File: src/rtl/ofdm_tx_map.sv
// ofdm_tx_map: QPSK/pilot mapper that writes one 1024-bin Hermitian-symmetric
// OFDM symbol into the FFT BSRAM, one bin per cycle, ready for an IFFT pass.
module ofdm_tx_map #(
  parameter int                 DATA_BIN0 = 8,
  parameter int                 PILOT_BIN = 4,
  parameter logic signed [15:0] AMP       = 16'sd4096,
  parameter logic [10:0]        BASE_ADDR = 11'd0
) (
  input  logic        clk,
  input  logic        rst_n,
  input  logic        start,
  input  logic        clear,
  input  logic [95:0] data,
  output logic        busy,
  output logic        finish,
  output logic        oce,
  output logic        ce,
  output logic        wre,
  output logic [10:0] ad,
  output logic [31:0] din
);

  typedef enum logic [1:0] {IDLE, WRITE, DONE} state_t;

  state_t             state, state_n;
  logic [9:0]         k, k_n;
  logic [95:0]        data_q, data_n;
  logic               busy_n, finish_n, ce_n, wre_n;
  logic [10:0]        ad_n;
  logic [31:0]        din_n;

  logic signed [15:0] amp_pos, amp_neg;
  logic signed [15:0] bin_re, bin_im;
  logic [6:0]         bit_idx;
  int                 kk;

  assign oce     = 1'b0;
  assign amp_pos = AMP;
  assign amp_neg = -AMP;

  // Frequency-domain value of bin k: pilot and its conjugate, data carriers
  // and their conjugate mirror; DC, Nyquist and unused bins are zero.
  always_comb begin
    bin_re  = '0;
    bin_im  = '0;
    bit_idx = '0;
    kk      = int'(k);
    if (kk == PILOT_BIN || kk == 1024 - PILOT_BIN) begin
      bin_re = amp_pos;
    end else if (kk >= DATA_BIN0 && kk <= DATA_BIN0 + 47) begin
      bit_idx = 7'(2 * (kk - DATA_BIN0));
      bin_re  = data_q[bit_idx]         ? amp_neg : amp_pos;
      bin_im  = data_q[bit_idx + 7'd1]  ? amp_neg : amp_pos;
    end else if (kk >= 1024 - DATA_BIN0 - 47 && kk <= 1024 - DATA_BIN0) begin
      bit_idx = 7'(2 * (1024 - DATA_BIN0 - kk));
      bin_re  = data_q[bit_idx]         ? amp_neg : amp_pos;
      bin_im  = data_q[bit_idx + 7'd1]  ? amp_pos : amp_neg;
    end
  end

  // Next-state and next-output logic; clear overrides everything else.
  always_comb begin
    state_n  = state;
    k_n      = k;
    data_n   = data_q;
    busy_n   = busy;
    finish_n = 1'b0;
    ce_n     = 1'b0;
    wre_n    = 1'b0;
    ad_n     = ad;
    din_n    = din;
    case (state)
      IDLE: begin
        busy_n = 1'b0;
        if (start && !clear) begin
          data_n  = data;
          k_n     = '0;
          busy_n  = 1'b1;
          state_n = WRITE;
        end
      end
      WRITE: begin
        ce_n  = 1'b1;
        wre_n = 1'b1;
        ad_n  = BASE_ADDR + {1'b0, k};
        din_n = {bin_re, bin_im};
        k_n   = k + 10'd1;
        if (k == 10'd1023) state_n = DONE;
      end
      DONE: begin
        finish_n = 1'b1;
        busy_n   = 1'b0;
        state_n  = IDLE;
      end
      default: state_n = IDLE;
    endcase
    if (clear) begin
      state_n  = IDLE;
      ce_n     = 1'b0;
      wre_n    = 1'b0;
      finish_n = 1'b0;
      busy_n   = 1'b0;
    end
  end

  // State and registered BSRAM-side outputs.
  always_ff @(posedge clk or negedge rst_n) begin
    if (!rst_n) begin
      state  <= IDLE;
      k      <= '0;
      data_q <= '0;
      busy   <= 1'b0;
      finish <= 1'b0;
      ce     <= 1'b0;
      wre    <= 1'b0;
      ad     <= '0;
      din    <= '0;
    end else begin
      state  <= state_n;
      k      <= k_n;
      data_q <= data_n;
      busy   <= busy_n;
      finish <= finish_n;
      ce     <= ce_n;
      wre    <= wre_n;
      ad     <= ad_n;
      din    <= din_n;
    end
  end

endmodule

File: config.mk
export PLATFORM = sky130hd
export DESIGN_NAME = ofdm_tx_map
export DESIGN_NICKNAME = d
export VERILOG_FILES = /design/src/rtl/ofdm_tx_map.sv
export SDC_FILE = /design/constraint.sdc
export NUM_CORES = 1
export LEC_CHECK = 0
export CAP_MARGIN = 10
export CORE_MARGIN = 4
export CORE_UTILIZATION = 52
export DETAILED_ROUTE_END_ITERATION = 10
export PLACE_DENSITY = 0.89
export SYNTH_ARGS = -nofsm -noshare
export SYNTH_HDL_FRONTEND = slang
export SYNTH_SLANG_ARGS = --single-unit
File: constraint.sdc
create_clock -name clk -period 3.5 [get_ports clk]
set_input_delay 0.35 -clock clk [delete_from_list [all_inputs] [get_ports clk]]
set_output_delay 0.35 -clock clk [all_outputs]
set_load 0.1 [all_outputs]
**Yosys cells after proc, flatten, opt, wreduce, memory -nomap -nowiden**

Index checks and enable logic that the tools add are counted.

- $add $sub $neg: 5
- Magnitude comparators: 8
- Eq/ne operators: 8
- Mux-type cells: 31
- Reduce and logical (&&, ||, !) cells: 11

Operators by type and width:

| kind | count |
|---|---|
| $mux 16 | 10 |
| $lt 7x8->1 const B | 4 |
| $pmux 10 s2 | 1 |
| $add 7x1->7 const B | 2 |
| $bmux 1 s7 | 2 |
| $bmux 1 s6 | 2 |
| $add 10x1->10 const B | 1 |
| $eq 10x10->1 const B | 1 |
| $eq 10x3->1 const B | 1 |
| $eq 10x4->1 const B | 1 |
| $ge 10x10->1 const B | 1 |
| $ge 10x4->1 const B | 1 |
| $le 10x10->1 const B | 1 |
| $le 10x6->1 const B | 1 |
| $mux 1 | 10 |
| $mux 10 | 1 |
| $mux 2 | 3 |
| $ne 3x3->1 const B | 2 |
| $reduce_and 2->1 | 3 |
| $sub 6x4->6 const B | 1 |
| $sub 6x6->6 const A | 1 |
| $pmux 2 s2 | 1 |
| $logic_and 1x1->1 | 3 |
| $reduce_bool 3->1 | 1 |
| 8 further kinds | 8 |

- Flip-flop bits (word level): 153

**Depth between registers and ports, before layout**

- Depth in word-level cells: 8
- Mapped depth: 14

**Worst setup path before layout**

Ideal clock, no wire load.

- Path type: reg2reg
- Start: register k[0]
- End: register din[30]
- Arrival time: 3.075 ns
- Required time: 3.378 ns
- Slack: 0.304 ns
- Cell stages (with the launch flop): 14
- Path buffers: 6
- Period minus slack after synthesis: 3.196 ns
- Cells stage by stage: dfrtp_1 -> buf_6 -> buf_8 -> buf_4 -> buf_4 -> inv_1 -> ha_1 -> clkbuf_1 -> clkbuf_1 -> mux4_2 -> mux4_2 -> nand3_1 -> o211ai_1 -> a32o_1

- Word-level cells in the longest chain between the ends: 7

RTL lines:

| what | line | source |
|---|---|---|
| from (decl) | 26 | `logic [9:0] k, k_n;` |
| from (signal assigned) | 120 | `k <= k_n;` |
| $sub 6x6->6 | 55 | `bit_idx = 7'(2 * (1024 - DATA_BIN0 - kk));` |
| $bmux 1 s6 | 56 | `bin_re = data_q[bit_idx] ? amp_neg : amp_pos;` |
| $mux 1 (not written as such) | 56 |  |
| $mux 16 | 56 |  |
| $mux 16 | 54 | `end else if (kk >= 1024 - DATA_BIN0 - 47 && kk <= 1024 - DATA_BIN0) begin` |
| $mux 16 | 50 | `end else if (kk >= DATA_BIN0 && kk <= DATA_BIN0 + 47) begin` |
| $mux 16 * | 48 | `if (kk == PILOT_BIN \|\| kk == 1024 - PILOT_BIN) begin` |
| to (signal assigned) | 127 | `din <= din_n;` |
| to (decl) | 20 | `output logic [31:0] din` |

Mark *: on every way between the ends. The rest lies on a longest branch, timed or not. The select of a mux whose other input is x is not followed.
A chain may end at the register's enable or synchronous reset.

**Final worst setup path**

Ends and elaborated chain as after synthesis.

==> results.toml <==
[detailed_routing]
vias_per_cell = 5.71
wirelength_um = 17600
drtIter0Drc = 488
drt-wirelength-per-cell_um = 17.4
drtPass1Iterations = 7
post-route-drc-count = 0
ant_nets = 0
vias = 5754

[logic_synthesis]
synth_area_per_cell_um2 = 9.56
synthDistinctLibCells = 62
synth_area_leaders = "dfrtp_1 45%, nand2_1 18%, mux4_2 15%, buf_4 3.6%, mux2i_1 2.6%"
synth_top_family_by_area = "simple AND/OR/NAND/NOR gates"
yosys.area_share.simple_pct = 22.4
synth_top_area_share_pct = 45.1
synthXorXnorAreaFrac_pct = 1.12
yosysMostFrequentCell = "nand2_1"
synthMuxAreaShare_pct = 18.0
ys.flop_type = "dfrtp_1"
synth_fa_ha_area_share_pct = 1.08
ys_top_cells_by_count = "328 x nand2_1, 125 x dfrtp_1, 45 x mux4_2"
postSynthRegisterBits = 125
ys_seq_area_share_pct = 45.1
synth-edff-count = 0
yosysWarnings = 0
synth_area_um2 = 6940
synthArstFlopShare_pct = 100
synth_largest_area_cell = "dfrtp_1"
syn_inst = 726
synth_compound_area_share_pct = 5.21

[final_layout]
fin_cells = 1007
nets = 929
seq_area_um2 = 3130
n_fill_cell = 917
multi_input_area_um2 = 3430
drive_gt1_share_pct = 11.7
syn2layout_area_growth_pct = 25.8
utilization_pct = 68.1
design_area_um2 = 8730
diodes = 0

[die]
dieHeight_um = 124
rows = 41
ios = 148
core-area_um2 = 12800
fp.dieArea_um2 = 15300
die_x_um = 124
start_util_pct = 54.1

[clock_network]
root_buffer = "clkbuf_16"
cts_tree = "done"
hold_buffers = 0
cts_setup_buffers = 0
h-tree-depth = 4
clock-sinks = 125
cts_buffer_depth = 2
cts_made_buffers = 17
insertion_delay_ps = 420
ctsResizeCount = 0
cts.clk_slew.worst_paths_ps = 60

[worst_setup_path]
crit_top_cell = "mux4_2"
required_ps = 3810
r2r_end = "din[30]$_DFFE_PN0P_"
cp_top_family = "multiplexers"
max_stage_delay_ps = 580
startpoint_type = "flop"
path_cells = "buf_4 > mux4_2 > mux4_2 > nor3_2 > o31ai_1 > a32o_1"
worst_setup_path_end_kind = "flop"
cp_max_fo = 42
reg2reg_slack_ps = 860
r2r-start = "k[0]$_DFFE_PN0P_"
worst-path-buf-inv = 1
critPathArrivalTime_ps = 2950
crit_type = "flop to flop"
slowest_stage = "mux4_2"
r2r_cells = 6
crit_start = "k[0]$_DFFE_PN0P_"

[power]
power.leakage_nw = 4.09
p_per_area_nw_per_um2 = 695
power_mw = 6.07
vdd_drop_max_uv = 392

[sta]
period_needed_ps = 2640
setup_viol = 0
worst_slack_ps = 855
worst_pin_slew_ps = 1060
fin_hold_ws_ps = 63.7
final-hold-violation-count = 0
finClkSkew_ps = 8.90
rsz0062_at_grt = "false"
fmax_ghz = 0.378
tns_ps = 0
maxSlewHeadroom_pct = 29.6
drv_slew = 0
period_share_pct = 75.6

[global_routing]
gr-usage-all-layers_pct = 24.7
antenna_found_initial = 0
grt_max_degree = 102
overflow = 0
grt_pass1_wl_um = 29000
grt_pass1_vias = 5858

[placement]
gp_congestion = 0.942
place_inst = 976
io_buffers = 121
dpl-instance-area_um2 = 8090
pre_cts_ws_ps = 868
hpwlAfterDp_um = 12200

[hold_path]
min_path_type = "primary input to async pin"

[job]
drv_cap = 0

[run_status]
status = "completed"
==> state kept, by name, indices dropped and copies added, names as in the netlist <==
| signal | flops |
|---|---|
| k | 10 |
| din | 4 |
| ad | 10 |
| finish | 1 |
| busy | 1 |
| state | 2 |
| wre | 1 |
| data_q | 96 |
==> worst max path at each step <==
stage	slack, ps	endpoint	cells past startpoint
final	860	din[30]$_DFFE_PN0P_	6
after global routing	680	din[30]$_DFFE_PN0P_	6
after CTS	840	din[30]$_DFFE_PN0P_	6
after detailed placement	870	din[30]$_DFFE_PN0P_	6
after global placement	940	din[30]$_DFFE_PN0P_	6
after floorplan	300	din[30]$_DFFE_PN0P_	13
==> layout by cell type, fill, tap and decap left out, types with 4 or more instances in the layout <==
cell	count
nand2_1	328
dfrtp_1	124
clkdlybuf4s50_1	120
mux4_2	45
conb_1	26
mux2i_1	18
o21ai_0	17
clkbuf_16	17
nor2_1	10
nand3_1	9
buf_4	9
nor2b_1	6
ha_1	6
xnor2_1	5
nand4_1	5
bufinv_16	5
inv_1	4
o31ai_1	4
clkinv_2	4
==> kinds of logic after synthesis <==
logic type,count (synthesis)
mux,68
xor+xnor,8
flops,125
compound gates,53
buf+inv,83
fa+ha+maj,6
other cells,1
simple gates,382
==> layout make-up <==
type	count	area share [%]
well taps	172	2.46
repair buffers	130	14.8
multi-input cells	543	39.3
clock buffers	19	5.19
inverters	6	0.258
clock inverters	12	2.21
flip-flops and latches	125	35.9
==> metal layers <==
metal	track usage (%)	vias up	share of wire (%)
met5	0	-	0
met3	5.95	73	8.3
li1	-	2599	-
met1	31.2	2734	37
met4	12.2	0	4.2
met2	39.9	348	50
==> power breakdown <==
group          total, mW  internal, mW  switching, mW
combinational       2.22          1.00           1.22
sequential          1.94          1.70          0.235
clock               1.92          1.29          0.629
No activity file was read; power rests on OpenSTA's default activity.
